`src/rtl/subtractor_pkg.sv`:
```
// rtl/subtractor_pkg.sv - shared types for the bit-serial subtractor
package subtractor_pkg;

  typedef enum logic [1:0] {IDLE, SHIFT, DONE} sub_state_t;

endpackage

```
`src/rtl/full_subtractor.sv`:
```
// rtl/full_subtractor.sv - combinational one-bit full subtractor cell
module full_subtractor (
  input  logic a,
  input  logic b,
  input  logic bin,
  output logic d,
  output logic bout
);

  assign d    = a ^ b ^ bin;
  assign bout = (~a & b) | (~(a ^ b) & bin);

endmodule

```
`src/rtl/serial_subtractor.sv`:
```
// rtl/serial_subtractor.sv - LSB-first bit-serial d = a - b with start/busy/done handshake
module serial_subtractor
  import subtractor_pkg::*;
#(
  parameter int WIDTH = 8
) (
  input  logic             clk,
  input  logic             reset,
  input  logic             start,
  input  logic [WIDTH-1:0] a,
  input  logic [WIDTH-1:0] b,
  output logic             busy,
  output logic             done,
  output logic [WIDTH-1:0] d,
  output logic             bout
);

  localparam int CW = $clog2(WIDTH + 1);

  sub_state_t       r_state;
  logic [WIDTH-1:0] r_ra;
  logic [WIDTH-1:0] r_rb;
  logic [WIDTH-1:0] r_rd;
  logic             r_br;
  logic [CW-1:0]    r_cnt;
  logic             r_busy;
  logic             r_done;
  logic [WIDTH-1:0] r_d;
  logic             r_bout;

  logic             w_d;
  logic             w_bout;
  logic [WIDTH-1:0] w_rd_next;

  full_subtractor u_cell (
    .a    (r_ra[0]),
    .b    (r_rb[0]),
    .bin  (r_br),
    .d    (w_d),
    .bout (w_bout)
  );

  // New difference bit enters at the MSB; written as a shift so WIDTH=1 needs no slice.
  assign w_rd_next = (r_rd >> 1) | (WIDTH'(w_d) << (WIDTH - 1));

  always_ff @(posedge clk or posedge reset) begin
    if (reset) begin
      r_state <= IDLE;
      r_ra    <= '0;
      r_rb    <= '0;
      r_rd    <= '0;
      r_br    <= 1'b0;
      r_cnt   <= '0;
      r_busy  <= 1'b0;
      r_done  <= 1'b0;
      r_d     <= '0;
      r_bout  <= 1'b0;
    end else begin
      case (r_state)
        IDLE: begin
          r_done <= 1'b0;
          if (start) begin
            r_ra    <= a;
            r_rb    <= b;
            r_rd    <= '0;
            r_br    <= 1'b0;
            r_cnt   <= '0;
            r_busy  <= 1'b1;
            r_state <= SHIFT;
          end
        end
        SHIFT: begin
          r_ra  <= r_ra >> 1;
          r_rb  <= r_rb >> 1;
          r_rd  <= w_rd_next;
          r_br  <= w_bout;
          r_cnt <= r_cnt + CW'(1);
          // Last bit: publish result including this edge's difference and borrow.
          if (r_cnt == CW'(WIDTH - 1)) begin
            r_d     <= w_rd_next;
            r_bout  <= w_bout;
            r_busy  <= 1'b0;
            r_done  <= 1'b1;
            r_state <= DONE;
          end
        end
        DONE: begin
          r_done  <= 1'b0;
          r_state <= IDLE;
        end
        default: begin
          r_busy  <= 1'b0;
          r_done  <= 1'b0;
          r_state <= IDLE;
        end
      endcase
    end
  end

  assign busy = r_busy;
  assign done = r_done;
  assign d    = r_d;
  assign bout = r_bout;

endmodule

```
`config.mk`:
```
export PLATFORM = sky130hd
export DESIGN_NAME = serial_subtractor
export DESIGN_NICKNAME = d
export VERILOG_FILES = /design/src/rtl/subtractor_pkg.sv /design/src/rtl/full_subtractor.sv /design/src/rtl/serial_subtractor.sv
export SDC_FILE = /design/constraint.sdc
export NUM_CORES = 1
export LEC_CHECK = 0
export CORE_MARGIN = 5
export CORE_UTILIZATION = 56
export CTS_CLUSTER_SIZE = 14
export DETAILED_ROUTE_END_ITERATION = 6
export PLACE_DENSITY = 0.86
export SYNTH_ARGS = -nofsm -noshare
export SYNTH_HDL_FRONTEND = slang
export SYNTH_SLANG_ARGS = --single-unit
```
`constraint.sdc`:
```
create_clock -name clk -period 3.27 [get_ports clk]
set_input_delay 0.981 -clock clk [delete_from_list [all_inputs] [get_ports clk]]
set_output_delay 0.981 -clock clk [all_outputs]
set_load 0.05 [all_outputs]
```
# Yosys cells after proc, flatten, opt, wreduce, memory -nomap -nowiden
# Cells that the tools add are included.
word_totals:
  ff_bits: 42
  in_bits: 19
  out_inout_bits: 11
  wordCells: 49
classes:
  add_sub_neg: 1
  n_eq_ne: 5
  n_mux: 18
  bitwise_logic: 9
  reduce_logical: 6
ops:
  columns: ["cell", "n"]
  rows:
  - ["one-hot mux 8 bit (2 select lines)", 3]
  - ["two-way mux 8 bit", 3]
  - ["bitwise OR 7 x 8 -> 8 bit", 1]
  - ["one-hot mux 4 bit (2 select lines)", 1]
  - ["AND reduction 2 bit", 3]
  - ["two-way mux 1 bit", 5]
  - ["adder 4 x 1 -> 4 bit (second input constant)", 1]
  - ["== test 4 x 3 -> 1 bit (second input constant)", 1]
  - ["two-way mux 2 bit", 2]
  - ["two-way mux 4 bit", 1]
  - ["!= test 2 bit (second input constant)", 2]
  - ["one-hot mux 2 bit (2 select lines)", 1]
  - ["inverter 1 bit", 3]
  - ["one-hot mux 1 bit (3 select lines)", 1]
  - ["AND reduction 3 bit", 1]
  - ["bitwise AND 1 bit", 2]
  - ["== test 2 x 1 -> 1 bit (second input constant)", 1]
  - ["== test 2 bit (second input constant)", 1]
  - ["logical NOT 2 bit", 1]
  - ["one-hot mux 1 bit (2 select lines)", 1]
  - ["nonzero test 2 bit", 1]
  - ["bitwise XOR 1 bit", 2]
  - ["bitwise OR 1 bit", 1]

# Logic depth before layout (Yosys ltp)
logic_depth:
  ltp_word: 5
  ltp_mapped: 5

# Modules after synthesis
# From an unflattened synthesis, not the netlist that was laid out.
unflattened:
  hier_cells: 144
  area_unflattened_um2: 1754.2
by_module_without_submodules:
  columns: ["mod", "instances", "cells_per_inst", "area_each_um2"]
  rows:
  - ["serial_subtractor", 1, 140, 1722.9]
  - ["full_subtractor", 1, 4, 31.3]

# Worst setup path before layout
# OpenSTA, ideal clock, no wires.
synth_path:
  path_type: "input to register"
  start: "in start"
  end: "reg r_cnt[3]"
  setup_ns: 0.082
  arrival_ns: 1.657
  t_required_ns: 3.188
  slack_ns: 1.532
  cell_stages: 4
  path_buffers: 1
  cell_sequence: "o21bai_1 -> buf_4 -> inv_1 -> a31oi_1"
synth_between:
  elab_chain_len: 2
synth_rtl:
  columns: ["element", "line_no", "rtl"]
  rows:
  - ["from (decl)", "serial_subtractor.sv:9", "input logic start,"]
  - ["!= test 2 bit (no line)", null, null]
  - ["AND reduction 2 bit (no line)", null, null]
  - ["to (signal assigned)", "serial_subtractor.sv:77", "r_cnt <= r_cnt + CW'(1);"]
  - ["to (decl)", "serial_subtractor.sv:25", "logic [CW-1:0] r_cnt;"]
# Every way passes these cells.
# A chain may end at the register's enable or synchronous reset.

# Worst setup path in the final report
layout_path:
  start: "reg r_done (netlist: done)"
  end: "out done"
layout_lines:
  columns: ["element", "line_no", "rtl"]
  rows:
  - ["from (decl)", "serial_subtractor.sv:27", "logic r_done;"]
  - ["from (signal assigned)", "serial_subtractor.sv:55", "r_done <= 1'b0;"]
  - ["from (signal assigned)", "serial_subtractor.sv:61", "r_done <= 1'b0;"]
  - ["from (signal assigned)", "serial_subtractor.sv:83", "r_done <= 1'b1;"]
  - ["to (decl)", "serial_subtractor.sv:13", "output logic done,"]
# No word-level cell between the ends.

==> results.json <==
{
  "crit_path_max_incr_delay_ps": 810,
  "fmax_ghz": 0.395,
  "fin_nets": 211,
  "setup_viol": 0,
  "muxShareOfSynthArea": 0.0708,
  "sw_frac_of_total": 0.400,
  "place_hpwl_mm": 2.47,
  "power_frac_comb": 0.433,
  "synth_top_cells_by_area": "dfrtp_1, mux2_4, a21oi_1, a22oi_1, a22o_1",
  "worstPathMaxFanout": 2,
  "rows": 20,
  "avgSynthCellArea_um2": 11.5,
  "vdd_drop_max_mv": 0.372,
  "yosys.area_share.adder": 0.0177,
  "ant_nets": 0,
  "drt_wl_total_mm": 3.63,
  "place_congestion": 0.753,
  "grt.overflow.total": 0,
  "drt_iter0_drc": 82,
  "synthXorXnorAreaFrac": 0,
  "status": "finished clean",
  "clockRootBuffer": "clkbuf_4",
  "fin_tns_setup_ps": 0,
  "post-route-period-util": 0.773,
  "synth_top_family_by_area": "compound AO/OA/AOI/OAI gates",
  "drive_above_1_share": 0.105,
  "drt-vias-per-instance": 5.56,
  "seq_area_frac_synth": 0.558,
  "required_ps": 2290,
  "initial_core_util": 0.592,
  "synth-async-reset-ratio": 1.00,
  "power.switching_mw": 0.777,
  "p_per_area_nw_per_um2": 880,
  "ys_warn_count": 0,
  "crit_type": "reg2out",
  "drt_first_pass_iters": 4,
  "synth_cells": 160,
  "numCtsBuffers": 5,
  "clkPwrFrac": 0.120,
  "synthFlopType": "dfrtp_1",
  "slew_viol_final": 0,
  "htreeDepth": 2,
  "clock_latency_ps": 330,
  "rsz0062_at_grt": "no",
  "power.leakage_nw": 0.983,
  "yosysTopAreaCell": "dfrtp_1",
  "synth-edff-count": 0,
  "clockBufferDepth": 2,
  "grt_max_degree": 42,
  "cts-hold-fix-buffers": 0,
  "worst_pin_slew_ps": 705,
  "layout_commonest_cell": "dfrtp_1",
  "ios": 30,
  "worst_slack_ps": 741,
  "grt_pass1_vias": 1297,
  "vias": 1306,
  "cts_resized": 0,
  "die_height_um": 67.3,
  "syn-num-nets": 181,
  "synth-compound-area-share": 0.208,
  "power_mw": 1.94,
  "hp-class": "reg2reg",
  "crit_path_cell_trace": "clkdlybuf4s50_1",
  "cp-end-kind": "output port",
  "die_w_um": 67.3,
  "syn_area_um2": 1840,
  "wl_per_cell_um": 15.4,
  "p_seq_frac": 0.447,
  "grt_pass1_wl_mm": 6.16,
  "relSlewSlack": 0.530,
  "ys_ff_latch": 41,
  "clock_skew_ps": 6.92,
  "path_buf_inv": 1,
  "cts_tree": "built",
  "portBuffers": 29,
  "dieArea_um2": 4530,
  "max_cap_viol_count": 0,
  "cp_top_family": "buffers and inverters",
  "core_um2": 3100,
  "postCtsSetupBuffers": 0,
  "cp-start-kind": "flop",
  "cp_slowest_cell": "clkdlybuf4s50_1",
  "area_growth_pct": 20.1,
  "antenna_found_initial": 0,
  "most-common-layout-cells": "dfrtp_1, clkdlybuf4s50_1, a21oi_1",
  "synth_top_area_frac": 0.558,
  "insertedDiodeCount": 0,
  "critPathArrivalTime_ps": 1550,
  "synth_simple_gate_area_frac": 0.103,
  "drc_errors": 0,
  "cts.sinks": 41,
  "hold_viol": 0,
  "pre_cts_slack_ps": 806,
  "clk_pin_slew_ps": 120,
  "synth_cell_types": 31,
  "internal-power_mw": 1.16,
  "grt_use_total": 0.182,
  "fin_crit_ps": 2530
}
[per-layer routing]
metal,up-vias,share of wire,global-route usage
met4,0,0.0052,0.0380
met5,-,0,0
li1,627,-,-
met3,2,0.058,0.0566
met2,36,0.52,0.309
met1,641,0.42,0.229
[cell type report]
| type | instances | area (um^2) |
|---|---|---|
| well taps | 44 | 55.1 |
| flip-flops and latches | 41 | 1030 |
| inverters | 5 | 18.8 |
| repair buffers | 33 | 320 |
| clock buffers | 6 | 41.3 |
| multi-input cells | 104 | 736 |
| clock inverters | 2 | 10.0 |
| fillers | 261 | 896 |
[Yosys cell counts, types with 2 or more instances]
cell type  instances
a21oi_1           18
a22o_1             9
a22oi_1           11
and2b_1            2
and3b_1            3
buf_2              4
buf_4              2
clkbuf_1           2
dfrtp_1           41
inv_1              5
mux2_4             8
nand2_1            7
nand2b_1           2
nor2_1             3
nor2b_1           12
o21ai_0           15
o21ai_1            2
[per-stage QoR]
stage | std cells | area, um^2 | hold WS, ps | util
floorplan | 160 | 1840 | 445 | -
global placement | 227 | 2160 | 461 | 0.695
detailed placement | 227 | 2160 | 473 | 0.695
CTS | 235 | 2210 | 495 | 0.711
global route | 235 | 2210 | 509 | 0.711
finish | 235 | 2210 | 504 | 0.711
[worst paths after layout]
path                             from         end  slack (ps)  cells after the start
setup / recovery                 done        done         740                      1
hold / removal                r_ra[5]     r_ra[5]         500                      2
setup reg to reg           r_state[0]        d[6]        1280                      3
hold reg to reg               r_ra[5]     r_ra[5]         500                      2
max in group asynchronous       reset  r_state[1]        1850                      3
min in group asynchronous       reset     r_rb[5]        1070                      3
[sequential cells by signal, summed over array words and instances, names as in the netlist]
name / cells
r_cnt: 4
r_rd: 7
done: 1
d: 8
r_rb: 8
r_state: 2
busy: 1
r_br: 1
r_ra: 8
bout: 1
[cells by family (layout without fill, tap and decap cells)]
group                    count (synthesis)  count (layout)
adder cells (fa/ha/maj)                  2               2
AND/OR/NAND/NOR                         32              32
multiplexers                             9               9
AO/OA/AOI/OAI                           61              61
flip-flops                              41              41
buffers and inverters                   15              46
[power groups by stage]
stage	Combinational (mW)	Sequential (mW)	Clock [mW]
4_1_cts	0.849	0.867	0.242
2_1_floorplan	0.450	1.02	0
3_5_place_dp	0.847	0.874	0
5_1_grt	0.906	0.896	0.269
3_3_place_gp	0.815	0.861	0
6_report	0.840	0.868	0.233
Note: power is estimated with default switching activity, not from simulation.
